## config.mk

```make
export PLATFORM = sky130hd
export DESIGN_NAME = axilite_slave_responder_flat
export DESIGN_NICKNAME = d
export VERILOG_FILES = /design/src/rtl/axilite_slave_responder_if.sv /design/src/rtl/axilite_slave_responder.sv /design/src/flat_wrapper.sv
export SDC_FILE = /design/constraint.sdc
export NUM_CORES = 2
export LEC_CHECK = 0
export CORE_UTILIZATION = 55
export DETAILED_ROUTE_END_ITERATION = 16
export PLACE_DENSITY = 0.73
export SYNTH_ARGS = -nofsm -noshare
export SYNTH_HDL_FRONTEND = slang
export SYNTH_SLANG_ARGS = --single-unit
```

## constraint.sdc

```tcl
create_clock -name clk -period 48.3 [get_ports clk]
set_input_delay 7.245 -clock clk [delete_from_list [all_inputs] [get_ports clk]]
set_output_delay 7.245 -clock clk [all_outputs]
set_load 0.01 [all_outputs]
```

## src/rtl/axilite_slave_responder_if.sv

```systemverilog
// ---------------------------------------------------------------------------
// axilite_slave_responder_if
// AXI4-Lite bus bundle (AW, W, B, AR, R channels) shared by a master and a slave.
//   ADDR_W : byte address width
//   DATA_W : data width; strobe width is DATA_W/8
// Modports:
//   master : drives addresses, write data, valids and response readies
//   slave  : drives address/data readies and the B/R responses
// ---------------------------------------------------------------------------
interface axilite_slave_responder_if #(
  parameter int ADDR_W = 64,
  parameter int DATA_W = 64
);
  logic [ADDR_W-1:0]   awaddr;
  logic                awvalid;
  logic                awready;
  logic [DATA_W-1:0]   wdata;
  logic [DATA_W/8-1:0] wstrb;
  logic                wvalid;
  logic                wready;
  logic [1:0]          bresp;
  logic                bvalid;
  logic                bready;
  logic [ADDR_W-1:0]   araddr;
  logic                arvalid;
  logic                arready;
  logic [DATA_W-1:0]   rdata;
  logic [1:0]          rresp;
  logic                rvalid;
  logic                rready;

  modport master (
    output awaddr, awvalid, wdata, wstrb, wvalid, bready, araddr, arvalid, rready,
    input  awready, wready, bresp, bvalid, arready, rdata, rresp, rvalid
  );

  modport slave (
    input  awaddr, awvalid, wdata, wstrb, wvalid, bready, araddr, arvalid, rready,
    output awready, wready, bresp, bvalid, arready, rdata, rresp, rvalid
  );
endinterface

```

## src/rtl/axilite_slave_responder.sv

```systemverilog
// ---------------------------------------------------------------------------
// axilite_slave_responder
// AXI4-Lite slave backed by a DEPTH x DATA_WIDTH register file. Terminates
// write and read traffic and returns OKAY, or SLVERR for addresses beyond the
// register file.
// Ports:
//   clk   : clock
//   rst   : asynchronous active-high reset
//   s_axi : AXI4-Lite bus, slave modport (AW/W/B/AR/R channels)
// ---------------------------------------------------------------------------
module axilite_slave_responder #(
  parameter int AXILITE_ADDR_WIDTH = 64,
  parameter int AXILITE_DATA_WIDTH = 64,
  parameter int DEPTH              = 16
) (
  input  logic                      clk,
  input  logic                      rst,
  axilite_slave_responder_if.slave  s_axi
);

  localparam int STRB_W = AXILITE_DATA_WIDTH / 8;
  localparam int OFF    = $clog2(STRB_W);
  localparam int IDX_W  = $clog2(DEPTH);

  localparam logic [1:0] RESP_OKAY   = 2'b00;
  localparam logic [1:0] RESP_SLVERR = 2'b10;

  typedef logic [AXILITE_ADDR_WIDTH-1:0] addr_t;
  typedef logic [AXILITE_DATA_WIDTH-1:0] data_t;
  typedef logic [STRB_W-1:0]             strb_t;
  typedef logic [IDX_W-1:0]              idx_t;

  typedef enum logic {WR_IDLE, WR_RESP} wr_state_e;
  typedef enum logic {RD_IDLE, RD_RESP} rd_state_e;

  // Any address bit above the index field means the access misses the file.
  function automatic logic addr_in_range(input addr_t a);
    return ((a >> OFF) >> IDX_W) == '0;
  endfunction

  // Word index; the byte-offset bits below OFF are discarded.
  function automatic idx_t addr_idx(input addr_t a);
    return idx_t'(a >> OFF);
  endfunction

  // ---------------- state ----------------
  wr_state_e wr_state_q, wr_state_d;
  rd_state_e rd_state_q, rd_state_d;

  logic  aw_held_q, aw_held_d;
  addr_t awaddr_q,  awaddr_d;
  logic  w_held_q,  w_held_d;
  data_t wdata_q,   wdata_d;
  strb_t wstrb_q,   wstrb_d;

  logic       bvalid_q, bvalid_d;
  logic [1:0] bresp_q,  bresp_d;
  logic       rvalid_q, rvalid_d;
  logic [1:0] rresp_q,  rresp_d;
  data_t      rdata_q,  rdata_d;

  data_t mem_q [DEPTH];

  // ---------------- handshakes ----------------
  logic aw_ready, w_ready, ar_ready;
  logic aw_fire, w_fire, ar_fire;

  assign aw_ready = !rst && (wr_state_q == WR_IDLE) && !aw_held_q;
  assign w_ready  = !rst && (wr_state_q == WR_IDLE) && !w_held_q;
  assign ar_ready = !rst && (rd_state_q == RD_IDLE);

  assign aw_fire = s_axi.awvalid && aw_ready;
  assign w_fire  = s_axi.wvalid  && w_ready;
  assign ar_fire = s_axi.arvalid && ar_ready;

  // The effective write operands come from the holding registers when the
  // channel was accepted earlier, otherwise straight from the bus.
  addr_t wr_addr;
  data_t wr_data;
  strb_t wr_strb;
  logic  wr_commit;
  logic  wr_in_range;
  idx_t  wr_idx;
  data_t wr_bmask;

  assign wr_addr     = aw_held_q ? awaddr_q : s_axi.awaddr;
  assign wr_data     = w_held_q  ? wdata_q  : s_axi.wdata;
  assign wr_strb     = w_held_q  ? wstrb_q  : s_axi.wstrb;
  assign wr_commit   = (wr_state_q == WR_IDLE) && (aw_held_q || aw_fire) && (w_held_q || w_fire);
  assign wr_in_range = addr_in_range(wr_addr);
  assign wr_idx      = addr_idx(wr_addr);

  // Expand byte strobes into a bit mask.
  genvar gi;
  generate
    for (gi = 0; gi < STRB_W; gi++) begin : g_bmask
      assign wr_bmask[8*gi +: 8] = {8{wr_strb[gi]}};
    end
  endgenerate

  // ---------------- write FSM next state ----------------
  always_comb begin
    wr_state_d = wr_state_q;
    aw_held_d  = aw_held_q;
    awaddr_d   = awaddr_q;
    w_held_d   = w_held_q;
    wdata_d    = wdata_q;
    wstrb_d    = wstrb_q;
    bvalid_d   = bvalid_q;
    bresp_d    = bresp_q;
    case (wr_state_q)
      WR_IDLE: begin
        if (aw_fire) begin
          aw_held_d = 1'b1;
          awaddr_d  = s_axi.awaddr;
        end
        if (w_fire) begin
          w_held_d = 1'b1;
          wdata_d  = s_axi.wdata;
          wstrb_d  = s_axi.wstrb;
        end
        if (wr_commit) begin
          aw_held_d  = 1'b0;
          w_held_d   = 1'b0;
          bvalid_d   = 1'b1;
          bresp_d    = wr_in_range ? RESP_OKAY : RESP_SLVERR;
          wr_state_d = WR_RESP;
        end
      end
      WR_RESP: begin
        if (s_axi.bready) begin
          bvalid_d   = 1'b0;
          wr_state_d = WR_IDLE;
        end
      end
      default: wr_state_d = WR_IDLE;
    endcase
  end

  // ---------------- read FSM next state ----------------
  always_comb begin
    rd_state_d = rd_state_q;
    rvalid_d   = rvalid_q;
    rresp_d    = rresp_q;
    rdata_d    = rdata_q;
    case (rd_state_q)
      RD_IDLE: begin
        if (ar_fire) begin
          // mem_q is sampled before any same-edge write lands: read-before-write.
          if (addr_in_range(s_axi.araddr)) begin
            rdata_d = mem_q[addr_idx(s_axi.araddr)];
            rresp_d = RESP_OKAY;
          end else begin
            rdata_d = '0;
            rresp_d = RESP_SLVERR;
          end
          rvalid_d   = 1'b1;
          rd_state_d = RD_RESP;
        end
      end
      RD_RESP: begin
        if (s_axi.rready) begin
          rvalid_d   = 1'b0;
          rd_state_d = RD_IDLE;
        end
      end
      default: rd_state_d = RD_IDLE;
    endcase
  end

  // ---------------- state registers ----------------
  always_ff @(posedge clk or posedge rst) begin
    if (rst) begin
      wr_state_q <= WR_IDLE;
      rd_state_q <= RD_IDLE;
      aw_held_q  <= 1'b0;
      awaddr_q   <= '0;
      w_held_q   <= 1'b0;
      wdata_q    <= '0;
      wstrb_q    <= '0;
      bvalid_q   <= 1'b0;
      bresp_q    <= 2'b00;
      rvalid_q   <= 1'b0;
      rresp_q    <= 2'b00;
      rdata_q    <= '0;
    end else begin
      wr_state_q <= wr_state_d;
      rd_state_q <= rd_state_d;
      aw_held_q  <= aw_held_d;
      awaddr_q   <= awaddr_d;
      w_held_q   <= w_held_d;
      wdata_q    <= wdata_d;
      wstrb_q    <= wstrb_d;
      bvalid_q   <= bvalid_d;
      bresp_q    <= bresp_d;
      rvalid_q   <= rvalid_d;
      rresp_q    <= rresp_d;
      rdata_q    <= rdata_d;
    end
  end

  // Register file: cleared on reset, byte-masked write on commit.
  always_ff @(posedge clk or posedge rst) begin
    if (rst) begin
      for (int i = 0; i < DEPTH; i++) begin
        mem_q[i] <= '0;
      end
    end else if (wr_commit && wr_in_range) begin
      mem_q[wr_idx] <= (mem_q[wr_idx] & ~wr_bmask) | (wr_data & wr_bmask);
    end
  end

  // ---------------- outputs ----------------
  assign s_axi.awready = aw_ready;
  assign s_axi.wready  = w_ready;
  assign s_axi.arready = ar_ready;
  assign s_axi.bvalid  = bvalid_q;
  assign s_axi.bresp   = bresp_q;
  assign s_axi.rvalid  = rvalid_q;
  assign s_axi.rresp   = rresp_q;
  assign s_axi.rdata   = rdata_q;

endmodule
```

## src/flat_wrapper.sv

```systemverilog
// flat-port wrapper written by rule: the top's interface ports become plain ports
module axilite_slave_responder_flat 
#(
  parameter int AXILITE_ADDR_WIDTH = 64,
  parameter int AXILITE_DATA_WIDTH = 64,
  parameter int DEPTH              = 16
)
  (clk, rst, s_axi_awaddr, s_axi_awvalid, s_axi_wdata, s_axi_wstrb, s_axi_wvalid, s_axi_bready, s_axi_araddr, s_axi_arvalid, s_axi_rready, s_axi_awready, s_axi_wready, s_axi_bresp, s_axi_bvalid, s_axi_arready, s_axi_rdata, s_axi_rresp, s_axi_rvalid);
  axilite_slave_responder_if s_axi_i ();
  input  logic clk;
  input  logic rst;
  input wire logic [$bits(s_axi_i.awaddr)-1:0] s_axi_awaddr;
  input wire logic [$bits(s_axi_i.awvalid)-1:0] s_axi_awvalid;
  input wire logic [$bits(s_axi_i.wdata)-1:0] s_axi_wdata;
  input wire logic [$bits(s_axi_i.wstrb)-1:0] s_axi_wstrb;
  input wire logic [$bits(s_axi_i.wvalid)-1:0] s_axi_wvalid;
  input wire logic [$bits(s_axi_i.bready)-1:0] s_axi_bready;
  input wire logic [$bits(s_axi_i.araddr)-1:0] s_axi_araddr;
  input wire logic [$bits(s_axi_i.arvalid)-1:0] s_axi_arvalid;
  input wire logic [$bits(s_axi_i.rready)-1:0] s_axi_rready;
  output wire logic [$bits(s_axi_i.awready)-1:0] s_axi_awready;
  output wire logic [$bits(s_axi_i.wready)-1:0] s_axi_wready;
  output wire logic [$bits(s_axi_i.bresp)-1:0] s_axi_bresp;
  output wire logic [$bits(s_axi_i.bvalid)-1:0] s_axi_bvalid;
  output wire logic [$bits(s_axi_i.arready)-1:0] s_axi_arready;
  output wire logic [$bits(s_axi_i.rdata)-1:0] s_axi_rdata;
  output wire logic [$bits(s_axi_i.rresp)-1:0] s_axi_rresp;
  output wire logic [$bits(s_axi_i.rvalid)-1:0] s_axi_rvalid;
  assign s_axi_i.awaddr = s_axi_awaddr;
  assign s_axi_i.awvalid = s_axi_awvalid;
  assign s_axi_i.wdata = s_axi_wdata;
  assign s_axi_i.wstrb = s_axi_wstrb;
  assign s_axi_i.wvalid = s_axi_wvalid;
  assign s_axi_i.bready = s_axi_bready;
  assign s_axi_i.araddr = s_axi_araddr;
  assign s_axi_i.arvalid = s_axi_arvalid;
  assign s_axi_i.rready = s_axi_rready;
  assign s_axi_awready = s_axi_i.awready;
  assign s_axi_wready = s_axi_i.wready;
  assign s_axi_bresp = s_axi_i.bresp;
  assign s_axi_bvalid = s_axi_i.bvalid;
  assign s_axi_arready = s_axi_i.arready;
  assign s_axi_rdata = s_axi_i.rdata;
  assign s_axi_rresp = s_axi_i.rresp;
  assign s_axi_rvalid = s_axi_i.rvalid;
  axilite_slave_responder #(.AXILITE_ADDR_WIDTH(AXILITE_ADDR_WIDTH), .AXILITE_DATA_WIDTH(AXILITE_DATA_WIDTH), .DEPTH(DEPTH)) u_core (.clk(clk), .rst(rst), .s_axi(s_axi_i));
endmodule
```

==> impl_metrics.toml <==
[flow_run]
drv_cap = 1

[cells_and_area]
post-route-util_pct = 62.05
fillCellCount = 8725
syn_to_final_growth_pct = 11.96
drive_gt1_share_pct = 37.45
final_nets = 5113
antennaDiodeCount = 0

[yosys]
synth_top_area_cell = "dfrtp_1"
synth_top_area_share_pct = 47.82
synth_cell_type_count = 44
syn_avg_cell_area_um2 = 13.07
ys_ff_latch = 1229
synthesis.area_um2 = 64310
syn_inst = 4922
synth.area.top_cells = "dfrtp_1, mux2_2, mux4_2"
yosysSeqAreaShare_pct = 47.82
yosys_warnings = 0

[routing]
vias = 47450
vias_per_cell = 7.272
drtPass1Iterations = 11
routed_wl_mm = 197.8
drc = 0
ant_nets = 0
wl_per_cell_um = 30.31
drt_iter0_markers = 5626

[power_and_ir_drop]
peakVddDrop_v = 0.00004577
p_per_area_nw_per_um2 = 38.76
cellLeakagePower_nw = 30.17

[timing]
fin_worst_skew_ns = 0.02230
setup-tns-final_ns = 0
hold_violations = 0
drv_slew = 0
fmax_mhz = 62.38
slew_headroom_pct = 1.162
setup_viol = 0
tightest_slew_ns = 1.472
rsz0062_at_grt = "no"
period_minus_slack_ns = 16.03
period_share_pct = 33.19

[clock_network]
clockRootBuffer = "clkbuf_16"
clk_pin_slew_ns = 0.05
cts_hold_buf = 0
clock_sinks = 1229
cts_setup_buffers = 0
cts_tree = "yes"
numCtsBuffers = 133
htreeDepth = 4
clock_path_buffers = 3
cts_resized = 0
clk_latency_ns = 0.75

[grt]
antenna_found_initial = 0
grt_overflow = 0
grt_pass1_vias = 48360
grt_util_all_layers_pct = 33.51
grt_pass1_wl_mm = 300.8
grt_max_degree = 191

[worst_setup_path]
crit_top_cell = "clkdlybuf4s50_1"
crit_type = "in2out"
endpoint_kind = "primary output"
critPathMaxFanout = 5
cp.required_ns = 41.06
crit_slowest_cell = "clkdlybuf4s50_1"
worst-endpoint-arrival_ns = 8.78
critPathLaunchType = "input port"
max_stage_delay_ns = 0.61
crit_chain = "clkdlybuf4s50_1 -> nor2_1 -> clkdlybuf4s50_1"

[placed_design]
place_hpwl_mm = 102.8
port_buffers = 271
gp_congestion = 0.8178

[floorplan]
die_y_um = 344.0
die_x_um = 344.0
start_util_pct = 55.42
core_area_um2 = 116000
num_rows = 125
dieArea_um2 = 118300
ios = 280

[min_path]
hold_class = "reg2reg"

[outcome]
failed_checks = "capacitance limit"
status = "complete, but fails checks"
-- routing by layer --
metal	global-route usage (%)	up-vias	wire length, um	share of wire, %
met5	0	-	0	0
li1	-	19050	-	-
met3	6.922	647	19790	10
met4	15.52	0	9196	4.6
met2	51.89	3024	92000	47
met1	45.64	24740	76810	39
-- logic make-up after synthesis --
kind of cell	count (synthesis)	share of synthesized area (%)
muxes	1547	32.67
AOI/OAI and AO/OA	1238	11.80
DFF	1229	47.82
buffers and inverters	539	3.821
and+or+nand+nor	368	3.885
other	1	0.005831
-- cells in the mapped netlist (all sizes together) --
cell type / number
a41oi: 130
or4: 2
mux2: 1219
nor3b: 3
nand2: 136
a32o: 64
and3: 1
and3b: 4
or2: 1
buf: 139
a31oi: 1
or4b: 1
nor4: 54
mux4: 320
o221ai: 63
clkbuf: 395
nand4: 7
inv: 5
a21oi: 7
nor4b: 3
o32a: 64
nor2: 15
nor2b: 1
and2: 2
conb: 1
dfrtp: 1229
and4: 126
a211oi: 1
a21o: 2
nand3: 4
nor3: 8
a32oi: 1
o22ai: 1
o21ai: 903
mux2i: 8
o22a: 1
-- metrics by stage --
| stage | power (mW) | instance area [um2] | hold WS, ns | worst slack, ns | std cells |
|---|---|---|---|---|---|
| floorplan | 1.507 | 64320 | 0.4688 | 6.370 | 4923 |
| global route | 2.866 | 72010 | 0.5013 | 32.23 | 6526 |
| CTS | 2.780 | 72010 | 0.4884 | 32.26 | 6526 |
| global placement | 1.745 | 67610 | 0.4614 | 32.28 | 6295 |
| detailed placement | 1.752 | 67610 | 0.4712 | 32.26 | 6295 |
| finish | 2.791 | 72010 | 0.4869 | 32.27 | 6526 |
-- worst paths after layout --
path / endpoint / slack [ns] / start / cells after the start
worst max-delay path: s_axi_arready / 32.27 / rst / 3
worst min register to register: u_core.s_axi.bvalid / 0.49 / u_core.s_axi.bvalid / 1
worst max register to register: u_core.mem_q[332] / 42.98 / u_core.aw_held_q / 10
worst min-delay path: u_core.s_axi.bvalid / 0.49 / u_core.s_axi.bvalid / 1
min in group asynchronous: u_core.awaddr_q[44] / 7.20 / rst / 2
max in group asynchronous: u_core.s_axi.rdata[31] / 37.05 / rst / 6
-- report_power, final --
part / internal [mW] / switching [mW] / total (mW) / leakage, nW
Clock: 0.613 / 0.420 / 1.03 / 2.17
Combinational: 0.165 / 0.466 / 0.632 / 11.1
Sequential: 1.09 / 0.0379 / 1.13 / 16.9
Total: 1.87 / 0.924 / 2.79 / 30.2
-- state kept, by name (all words and copies together), names as in the netlist --
| register | cells |
|---|---|
| u_core.s_axi.rresp | 1 |
| u_core.rd_state_q | 1 |
| u_core.s_axi.rvalid | 1 |
| u_core.wr_state_q | 1 |
| u_core.w_held_q | 1 |
| u_core.s_axi.bvalid | 1 |
| u_core.wdata_q | 64 |
| u_core.mem_q | 1024 |
| u_core.awaddr_q | 61 |
| u_core.wstrb_q | 8 |
| u_core.s_axi.rdata | 64 |
| u_core.s_axi.bresp | 1 |
| u_core.aw_held_q | 1 |
-- critical path, delay by kind of cell --
kind	cells	cell delay, ns
buffers and inverters	2	1.18
and+or+nand+nor	1	0.35
-- placed cells by master, fill, tap and decap left out, types with 6 or more instances in the layout --
| cell type | count |
|---|---|
| dfrtp_1 | 1228 |
| nor4_4 | 16 |
| clkbuf_1 | 24 |
| a41oi_1 | 130 |
| mux2_2 | 1184 |
| buf_12 | 8 |
| mux4_2 | 320 |
| o21ai_0 | 900 |
| nor2_1 | 14 |
| clkinvlp_4 | 6 |
| mux2_1 | 35 |
| nor4_1 | 36 |
| mux2i_2 | 8 |
| clkbuf_16 | 139 |
| a32o_1 | 64 |
| nand4_1 | 7 |
| a21oi_1 | 6 |
| o221ai_1 | 63 |
| clkdlybuf4s50_1 | 267 |
| nor3_1 | 7 |
| nand2_1 | 135 |
| clkinv_2 | 20 |
| buf_4 | 104 |
| bufinv_16 | 8 |
| clkbuf_8 | 30 |
| o32a_1 | 63 |
| and4_1 | 126 |
-- final cells by class --
class                   count  area, um2  area share, %
clock buffers             193       3981          5.529
flip-flops and latches   1229      30760          42.71
repair buffers            382       3655          5.075
multi-input cells        3155      31260          43.41
well taps                1524       1907          2.648
clock inverters            38      420.4         0.5838
inverters                   5      26.28        0.03649
Power figures use the tool's default switching activity.
